**config.mk**
```make
export PLATFORM = sky130hd
export DESIGN_NAME = flappy_game_ctrl
export DESIGN_NICKNAME = d
export VERILOG_FILES = /design/src/rtl/game_pkg.sv /design/src/rtl/game_tick_gen.sv /design/src/rtl/flappy_game_ctrl.sv
export SDC_FILE = /design/constraint.sdc
export NUM_CORES = 1
export LEC_CHECK = 0
export CORE_MARGIN = 3
export CORE_UTILIZATION = 33
export CTS_BUF_LIST = sky130_fd_sc_hd__clkbuf_2 sky130_fd_sc_hd__clkbuf_4 sky130_fd_sc_hd__clkbuf_8
export CTS_CLUSTER_SIZE = 10
export DETAILED_ROUTE_END_ITERATION = 12
export GPL_TIMING_DRIVEN = 0
export SLEW_MARGIN = 20
export SYNTH_ARGS = -nofsm -noshare
export SYNTH_HDL_FRONTEND = slang
export SYNTH_HIERARCHICAL = 1
export SYNTH_SLANG_ARGS = --single-unit
export TNS_END_PERCENT = 100
```
**constraint.sdc**
```tcl
create_clock -name clk -period 1.95 [get_ports clk]
set_input_delay 0.39 -clock clk [delete_from_list [all_inputs] [get_ports clk]]
set_output_delay 0.39 -clock clk [all_outputs]
set_load 0.01 [all_outputs]
```
**src/rtl/game_pkg.sv**
```systemverilog
// Shared game definitions: FSM state encoding used by the sequencer and HUD blocks,
// plus default frame divider, death hold and score width.
package game_pkg;

    typedef enum logic [1:0] {
        IDLE  = 2'd0,
        PLAY  = 2'd1,
        DYING = 2'd2,
        OVER  = 2'd3
    } game_state_e;

    localparam int TICK_DIV_DEF  = 833333;
    localparam int DEAD_HOLD_DEF = 120;
    localparam int SCORE_W_DEF   = 10;

endpackage

```
**src/rtl/game_tick_gen.sv**
```systemverilog
// Physics frame divider: registered one-cycle pulse every TICK_DIV clocks, free-running.
// tick_next is the combinational look-ahead so callers can register tick-aligned outputs.
module game_tick_gen
    import game_pkg::*;
#(
    parameter int TICK_DIV = TICK_DIV_DEF
) (
    input  logic clk,
    input  logic reset,
    output logic phys_tick,
    output logic tick_next
);

    localparam int CW = $clog2(TICK_DIV);

    logic [CW-1:0] cnt;

    // phys_tick is registered, so it is raised one count early to land on TICK_DIV-1.
    assign tick_next = (cnt == CW'(TICK_DIV - 2));

    always_ff @(posedge clk) begin
        if (reset) begin
            cnt       <= '0;
            phys_tick <= 1'b0;
        end else begin
            cnt       <= (cnt == CW'(TICK_DIV - 1)) ? '0 : cnt + CW'(1);
            phys_tick <= tick_next;
        end
    end

endmodule

```
**src/rtl/flappy_game_ctrl.sv**
```systemverilog
// Game sequencer: frame tick, IDLE/PLAY/DYING/OVER FSM, tick-aligned flap pulses, score.
// All outputs registered; high score tracking only when FLAPPY_HISCORE_EN is defined.
module flappy_game_ctrl
    import game_pkg::*;
#(
    parameter int TICK_DIV  = TICK_DIV_DEF,
    parameter int DEAD_HOLD = DEAD_HOLD_DEF,
    parameter int SCORE_W   = SCORE_W_DEF
) (
    input  logic               clk,
    input  logic               reset,
    input  logic               key_flap,
    input  logic               collision,
    input  logic               pipe_passed,
    output logic               phys_tick,
    output logic               phys_enable,
    output logic               phys_restart,
    output logic               flap_pulse,
    output logic [SCORE_W-1:0] score,
    output logic [SCORE_W-1:0] high_score,
    output logic               game_over
);

    localparam int                 DW        = $clog2(DEAD_HOLD + 1);
    localparam logic [SCORE_W-1:0] SCORE_MAX = '1;

    game_state_e   state, next_state;
    logic          tick_next;
    logic          key_prev;
    logic          flap_edge;
    logic          flap_pend;
    logic          dying_done;
    logic [DW-1:0] dead_cnt;
    logic          enable_d, restart_d, over_d;

    game_tick_gen #(.TICK_DIV(TICK_DIV)) u_tick (
        .clk       (clk),
        .reset     (reset),
        .phys_tick (phys_tick),
        .tick_next (tick_next)
    );

    assign flap_edge  = key_flap & ~key_prev;
    assign dying_done = phys_tick && (dead_cnt == DW'(DEAD_HOLD - 1));

    always_ff @(posedge clk) begin
        if (reset) begin
            state        <= IDLE;
            phys_enable  <= 1'b0;
            phys_restart <= 1'b1;
            game_over    <= 1'b0;
        end else begin
            state        <= next_state;
            phys_enable  <= enable_d;
            phys_restart <= restart_d;
            game_over    <= over_d;
        end
    end

    always_comb begin
        next_state = state;
        case (state)
            IDLE:    if (flap_edge)  next_state = PLAY;
            PLAY:    if (collision)  next_state = DYING;
            DYING:   if (dying_done) next_state = OVER;
            OVER:    if (flap_edge)  next_state = IDLE;
            default:                 next_state = IDLE;
        endcase
    end

    // Decoded from next_state so the registered outputs move with the state itself.
    always_comb begin
        enable_d  = (next_state == PLAY) || (next_state == DYING);
        restart_d = (next_state == IDLE);
        over_d    = (next_state == OVER);
    end

    always_ff @(posedge clk) begin
        if (reset) begin
            key_prev   <= 1'b0;
            flap_pend  <= 1'b0;
            flap_pulse <= 1'b0;
            dead_cnt   <= '0;
            score      <= '0;
        end else begin
            key_prev   <= key_flap;
            flap_pulse <= tick_next && flap_pend && (state == PLAY);
            // Delivery wins over a new edge, so edges right before a tick coalesce.
            if ((state != PLAY) || (tick_next && flap_pend)) begin
                flap_pend <= 1'b0;
            end else if (flap_edge) begin
                flap_pend <= 1'b1;
            end
            dead_cnt <= (state == DYING) ? dead_cnt + DW'(phys_tick) : '0;
            if (next_state == IDLE) begin
                score <= '0;
            end else if ((state == PLAY) && !collision && pipe_passed && (score != SCORE_MAX)) begin
                score <= score + SCORE_W'(1);
            end
        end
    end

`ifdef FLAPPY_HISCORE_EN
    always_ff @(posedge clk) begin
        if (reset) begin
            high_score <= '0;
        end else if ((state == DYING) && (next_state == OVER) && (score > high_score)) begin
            high_score <= score;
        end
    end
`else
    assign high_score = '0;
`endif

endmodule

```
### Word-level counts from Yosys, hierarchy flattened

Index checks and enable logic that the tools add are counted.

* register bits: 46
* input port bits: 5
* word-level logic and storage cells: 48

* add/subtract/negate cells: 3
* eq/ne operators: 11
* multiplexer cells: 5
* bitwise gates (word level): 3
* reduce and logical (&&, ||, !) cells: 15

Operator list (count)
* equality test 20 bit (second input constant): 2
* adder 20 x 1 -> 20 bit (second input constant): 1
* adder 10 x 1 -> 10 bit (second input constant): 1
* != test 10 bit (second input constant): 1
* equality test 2 bit (second input constant): 4
* 2-to-1 mux 2 bit: 4
* one-hot mux 2 bit (4 select lines): 1
* OR reduction 2 bit: 4
* adder 7 x 1 -> 7 bit: 1
* equality test 7 bit (second input constant): 1
* logical AND 1 bit: 6
* equality test 2 x 1 -> 1 bit (second input constant): 2
* logical NOT 2 bit: 2
* logical OR 1 bit: 2
* != test 2 x 1 -> 1 bit (second input constant): 1
* NOT 1 bit: 2
* bitwise AND 1 bit: 1
* logical NOT 1 bit: 1

### Longest topological paths before layout

Gate-level depths: netlist of run 1.

* depth after elaboration: 6
* depth in mapped cells: 6
* gate-level depth less buffers: 6

### By module

The synthesis of run 1 kept the hierarchy.

Modules (own cells, without submodules)
* flappy_game_ctrl: times used 1, cells an instance 135, area each 1178.6 um2, sequential area each 500.5 um2
* game_tick_gen: times used 1, cells an instance 109, area each 983.4 um2, sequential area each 420.4 um2

### Worst setup path after synthesis of run 1

OpenSTA, ideal clock, no wires.

* path kind: flip-flop to flip-flop
* from: register score[0]
* to: register score[0]
* setup time: 0.116 ns
* data arrival time: 1.517 ns
* slack: 0.316 ns
* stages on the path, launching flop included: 7
* path buffers: 1
* clock period less this slack: 1.634 ns
* cell sequence: dfxtp_1 > ha_1 > nand3_1 > o31ai_2 > buf_2 > xor2_1 > nor2_1

* longest elaborated chain between the ends: 2

RTL lines
* from (decl): line flappy_game_ctrl.sv:19 `output logic [SCORE_W-1:0] score,`
* from (signal assigned): line flappy_game_ctrl.sv:98 `score <= score + SCORE_W'(1);`
* parallel branches: the longest is 2 deep, another holds adder 10 x 1 -> 10 bit

Parallel ways; which one is timed is not known.
A chain may end at the register's enable or synchronous reset.

### Final worst setup path of run 1

* from: input collision
* to: register score[9]

* longest elaborated chain between the ends: 4

RTL lines
* from (decl): line flappy_game_ctrl.sv:13 `input logic collision,`
* 2-to-1 mux 2 bit / logical NOT 1 bit (equally long branches): line flappy_game_ctrl.sv:64, flappy_game_ctrl.sv:97
* one-hot mux 2 bit (4 select lines) / logical AND 1 bit (equally long branches): line flappy_game_ctrl.sv:62, flappy_game_ctrl.sv:97
* logical NOT 2 bit / logical AND 1 bit (equally long branches): line flappy_game_ctrl.sv:95, flappy_game_ctrl.sv:97
* OR reduction 2 bit (no source line) / logical AND 1 bit (equally long branches)

Parallel ways exist; a longest one is shown, timed or not.

==> impl_metrics.env, run 1 <==
export IMPL_grt_overflow=0
export IMPL_vias=1693
export IMPL_yosysWarnings=6
export IMPL_cts_tree="built"
export IMPL_grt_pass1_wl_microns=6890
export IMPL_syn_avg_cell_area_sq_um=8.86
export IMPL_postRouteAntennaNets=0
export IMPL_finalPower_uw=1750
export IMPL_dpl_cell_area_sq_um=2480
export IMPL_synthArstFlopShare_pct=0
export IMPL_critPathMaxFanout=5
export IMPL_cts_sinks=46
export IMPL_grt_max_degree=15
export IMPL_hold_violations=0
export IMPL_drc=0
export IMPL_min_to="flap_pulse"
export IMPL_clock_path_buffers=2
export IMPL_maxSlewViolCount=0
export IMPL_die_h_microns=86.9
export IMPL_rows=28
export IMPL_multi_input_area_sq_um=1150
export IMPL_layout_commonest_cell="dfxtp_1"
export IMPL_antenna_found_initial=0
export IMPL_dieArea_sq_um=7560
export IMPL_globalRouteTotalUtil_pct=11.3
export IMPL_period_share_pct=93.8
export IMPL_ys_flop_type="dfxtp_1"
export IMPL_p_leak_uw=0.000900
export IMPL_cts_root_buf="clkbuf_8"
export IMPL_period_minus_slack_ns=1.83
export IMPL_path_clk_slew_ns=0.09
export IMPL_fill_cells=614
export IMPL_synth_cell_type_count=45
export IMPL_hp_class="reg -> reg"
export IMPL_synth_cells=244
export IMPL_worstSetupStartpointType="input port"
export IMPL_antenna_cells=0
export IMPL_ctsHoldBuffers=0
export IMPL_design_area_sq_um=2610
export IMPL_synth_edf_count=0
export IMPL_nNetsFinal=293
export IMPL_finalWeightedCongestion=0.755
export IMPL_status="completed"
export IMPL_regArea_sq_um=921
export IMPL_cap_viol_max_count=0
export IMPL_die_w_microns=86.9
export IMPL_wl_microns=4000
export IMPL_clkLatencyLatePin_ns=0.30
export IMPL_seq_area_frac_synth_pct=42.6
export IMPL_drive_gt1_share_pct=12.1
export IMPL_hpwl_microns=2860
export IMPL_skew_ns=0.0152
export IMPL_grt_pass1_vias=1508
export IMPL_layout_common_cells="dfxtp_1, nor2_1, clkdlybuf4s50_1, nand2_1, xnor2_1"
export IMPL_power_per_cell_area_nw_per_um2=670
export IMPL_numCtsBuffers=5
export IMPL_r2r_start="u_tick/cnt[0]"
export IMPL_start_util_pct=35.3
export IMPL_area_delta_synth_final_pct=20.5
export IMPL_wl_per_cell_microns=11.2
export IMPL_drt_iter0_drc=44
export IMPL_design_portCount=30
export IMPL_r2r_end="u_tick/cnt[16]"
export IMPL_routed_via_density=4.74
export IMPL_worstRegToRegCells=5
export IMPL_rrSetupSlack_ns=0.15
export IMPL_hold_ws_ns=0.459
export IMPL_worst_hold_startpoint="flap_pend"
export IMPL_syn_area_sq_um=2160
export IMPL_grt_setup_unrepaired="false"
export IMPL_crit_type="in -> reg"
export IMPL_holdPathStages=2
export IMPL_required_ns=2.18
export IMPL_htree_levels=2
export IMPL_port_buffers=19
export IMPL_end_kind="flip-flop"
export IMPL_firstDrtPassIters=4
export IMPL_finalSetupViolCount=0
export IMPL_timing_fmax_mhz=547
export IMPL_peakVddDrop_v=0.000304
export IMPL_critical_path_arrival_ns=2.06
export IMPL_synth_seq_cells=46
export IMPL_core_sq_um=6130
[synth_stat cells (4+ instances only)]
master    n  share of area (%)
a21oi_1  13                3.0
buf_4    10                3.5
dfxtp_1  46                 43
ha_1      7                4.1
inv_1    10                1.7
nand2_1  15                2.6
nand3_1  12                2.8
nand4_1   5                1.4
nor2_1   31                5.4
nor2b_1   4                1.2
nor3_1    5                1.2
nor4_1    5                1.4
o21ai_0  10                2.3
or3_1    10                2.9
xnor2_1  15                6.1
xor2_1    4                1.6
[per-stage QoR]
stage | util (%) | cells | setup TNS [ns] | worst slack, ns
CTS | 42.1 | 355 | 0 | 0.0239
detailed placement | 40.4 | 347 | -0.515 | -0.0845
finish | 42.5 | 357 | 0 | 0.122
global route | 42.5 | 357 | 0 | 0.00885
global placement | 40.4 | 347 | -0.280 | -0.0971
floorplan | - | 253 | 0 | 0.316
[kinds of logic (layout without fill, tap and decap cells)]
family	after synthesis	after routing	share of synthesized area, %
and+or+nand+nor	110	110	29.1
DFF	46	46	42.6
AOI/OAI and AO/OA	34	34	9.55
buffers and inverters	26	55	6.37
xor gates and xnor gates	19	19	7.70
adders and majority gates	7	7	4.05
other	1	10	0.173
muxes	1	1	0.521
[state kept, by name, summed over array words and instances (netlist names)]
| register | flops |
|---|---|
| phys_restart | 1 |
| flap_pend | 1 |
| phys_enable | 1 |
| dead_cnt | 7 |
| score | 10 |
| u_tick/cnt | 20 |
| game_over | 1 |
| state | 2 |
| u_tick/phys_tick | 1 |
| key_prev | 1 |
| flap_pulse | 1 |
[worst max path at each step]
| stage | start | slack (ns) | to | cells after the start |
|---|---|---|---|---|
| after global placement | collision | -0.1 | score[9] | 5 |
| after CTS | score[0] | 0.02 | score[4] | 6 |
| final | collision | 0.12 | score[9] | 6 |
| after floorplan | score[0] | 0.32 | score[0] | 6 |
| after detailed placement | collision | -0.08 | score[5] | 5 |
| after global routing | u_tick/cnt[8] | 0.009 | u_tick/cnt[14] | 5 |
[worst max-delay path: stages]
cell	delay, ns
clkdlybuf4s50_1	0.44
and4bb_4	0.38
o31ai_4	0.09
buf_4	0.15
or4_1	0.46
a21oi_1	0.15
[layout make-up]
cell class / count / area share (%)
Buffer: 15 / 3.84
Tap cell: 75 / 3.60
Inverter: 11 / 1.58
Timing Repair Buffer: 21 / 7.87
Clock inverter: 1 / 0.336
Clock buffer: 7 / 3.46
Multi-Input combinational cell: 181 / 44.0
Sequential cell: 46 / 35.3
[layer usage]
layer	vias to the layer above	global-route usage, %	part of all wire (%)
met5	-	0	0
met4	0	3.40	0.72
met3	2	3.22	3.6
met2	18	17.4	45
met1	764	15.2	50
li1	909	-	-
[power by group]
part	switching, uW	internal [uW]
logic	69.5	70.7
clock network	320	307
registers	20.0	958
[repair_timing]
item	in CTS	in global routing
resized for setup	0	4
endpoints found under the setup margin	0	19
buffers inserted	0	2
(Power assumes the default switching activity.)
==> inputs of run 2 (changes only) <==
CORE_UTILIZATION = 45   (was 33)
PLACE_DENSITY = 0.68   (was unset)
SKIP_CTS_REPAIR_TIMING = 1   (was unset)
==> run 2 against run 1 <==
Setup slack better by 0.049 ns. Sequential share of layout area up 0.34 points. Clock power up 13%. Clock skew down 0.0060 ns. First-iteration DRC count up 66%. Flip-flop and latch count unchanged. Clock-buffer cell count down 2. Register-to-register slack better by 0.02 ns. Critical endpoint is now score[0]. Largest power group unchanged.
==> impl_metrics.env, run 2 (same netlist as run 1, synthesis figures left out) <==
export IMPL_required_ns=2.15
export IMPL_setup_tns_ns=0
export IMPL_use_met2_pct=20.7
export IMPL_period_share_pct=91.2
export IMPL_vias=1718
export IMPL_status="completed"
export IMPL_end_kind="flip-flop"
export IMPL_finalNonFillerCells=332
export IMPL_wl_per_cell_microns=11.7
export IMPL_skew_ns=0.00921
export IMPL_largest_register_ffs=20
export IMPL_antenna_found_initial=0
export IMPL_crit_type="reg -> reg"
export IMPL_finalSetupViolCount=0
export IMPL_antenna_cells=0
export IMPL_hp_class="reg -> reg"
export IMPL_maxSlewViolCount=0
export IMPL_met3_usage_pct=3.69
export IMPL_fill_cells=416
export IMPL_start_util_pct=48.0
export IMPL_finalWeightedCongestion=0.784
export IMPL_globalRouteTotalUtil_pct=15.3
export IMPL_clock_path_buffers=2
export IMPL_design_portCount=30
export IMPL_nNetsFinal=291
export IMPL_drc=0
export IMPL_die_h_microns=75.3
export IMPL_p_sw_share_pct=22.9
export IMPL_largest_register="u_tick/cnt"
export IMPL_p_int_uw=1410
export IMPL_numCtsBuffers=5
export IMPL_peakVddDrop_v=0.000417
export IMPL_grt_pass1_wl_microns=6650
export IMPL_critPathMaxFanout=10
export IMPL_reg_top3="u_tick/cnt x20, score x10, dead_cnt x7"
export IMPL_cts_root_buf="clkbuf_8"
export IMPL_period_minus_slack_ns=1.78
export IMPL_hpwl_microns=2820
export IMPL_cts_tree="built"
export IMPL_core_sq_um=4500
export IMPL_pwr_share_seq_pct=53.6
export IMPL_grt_pass1_vias=1448
export IMPL_area_delta_synth_final_pct=19.6
export IMPL_power_per_cell_area_nw_per_um2=706
export IMPL_drt_iter0_drc=73
export IMPL_wl_microns=3890
export IMPL_grt_setup_unrepaired="false"
export IMPL_rrSetupSlack_ns=0.17
export IMPL_layout_common_cells="dfxtp_1, nor2_1, clkdlybuf4s50_1, nand2_1, xnor2_1"
export IMPL_firstDrtPassIters=4
export IMPL_cts_sinks=46
export IMPL_worstSetupStartpointType="flip-flop"
export IMPL_rows=24
export IMPL_clkLatencyLatePin_ns=0.30
export IMPL_layout_commonest_cell="dfxtp_1"
export IMPL_port_buffers=19
export IMPL_grt_max_degree=16
export IMPL_routed_via_density=5.17
export IMPL_dieArea_sq_um=5670
export IMPL_critical_path_arrival_ns=1.98
export IMPL_cap_viol_max_count=0
export IMPL_htree_levels=2
export IMPL_p_clk_share_pct=38.8
export IMPL_timing_fmax_mhz=562
export IMPL_hold_violations=0
export IMPL_p_sw_uw=417
export IMPL_grt_overflow=0
export IMPL_grt_busiest_layer="met1"
export IMPL_drive_gt1_share_pct=12.1
export IMPL_die_w_microns=75.3
export IMPL_dpl_cell_count=324
export IMPL_grt_met1_usage_pct=22.3
export IMPL_p_comb_share_pct=7.6
export IMPL_path_clk_slew_ns=0.09
export IMPL_postRouteAntennaNets=0
export IMPL_p_leak_uw=0.000890
run 2: cell count changes in the layout (fill, tap and decap cells not counted):
| cell | before | now |
|---|---|---|
| dfxtp_2 | 0 | 1 |
| nor4_1 | 5 | 4 |
| clkbuf_8 | 6 | 5 |
| clkbuf_4 | 2 | 1 |
| nor4_2 | 0 | 1 |
| bufinv_16 | 0 | 1 |
| buf_4 | 12 | 10 |
| dfxtp_1 | 46 | 45 |
| inv_6 | 1 | 0 |
| clkinvlp_4 | 0 | 2 |
run 2: cell type report:
| cell class | instances | area [sq um] | area share, % |
|---|---|---|---|
| multi-input cells | 181 | 1150 | 44.6 |
| flip-flops and latches | 46 | 922 | 35.7 |
| repair buffers | 19 | 190 | 7.36 |
| plain buffers | 15 | 100 | 3.87 |
| clock buffers | 5 | 68.8 | 2.66 |
| well taps | 52 | 65.1 | 2.52 |
| clock inverters | 3 | 45.0 | 1.74 |
| inverters | 11 | 41.3 | 1.60 |
run 2: worst paths after layout:
path	from	endpoint	depth (start not counted)
hold / removal	flap_pend	flap_pulse	2
hold reg to reg	flap_pend	flap_pulse	2
setup / recovery	score[0]	score[0]	6
setup reg to reg	score[0]	score[0]	6
run 2: stage by stage:
stage | setup WS (ns) | util [%] | area (sq um) | hold slack, ns | power (uW)
global placement | -0.0749 | 54.4 | 2450 | 0.436 | 1140
CTS | 0.00674 | 56.9 | 2560 | 0.458 | 1860
floorplan | 0.316 | - | 2200 | 0.419 | 1090
finish | 0.171 | 57.4 | 2580 | 0.453 | 1830
global route | 0.00601 | 57.4 | 2580 | 0.497 | 1930
detailed placement | -0.0679 | 54.4 | 2450 | 0.439 | 1140
run 2: metal layers:
metal	vias to the layer above	routed length [microns]
li1	911	-
met1	774	1940
met2	26	1720
met3	7	154
met4	0	76
met5	-	0
run 2: power groups by stage:
stage          Combinational [uW]  Sequential [uW]  Clock [uW]
4_1_cts                       138              979         738
5_1_grt                       159              984         787
3_3_place_gp                  136             1000           0
6_report                      138              979         709
3_5_place_dp                  138             1000           0
2_1_floorplan                91.0             1000           0
run 2: worst max-delay path: stages (launching register included):
cell and delay, ns:
dfxtp_1 0.45, ha_1 0.28, nand3_1 0.14, o31ai_4 0.33, clkbuf_4 0.28, xor2_1 0.15, nor2_1 0.05
==> inputs of run 3 (changes only) <==
CTS_CLUSTER_DIAMETER = 50   (was unset)
==> results of run 3 <==
Same layout as run 2: the final DEF is identical, and so are final timing and power.
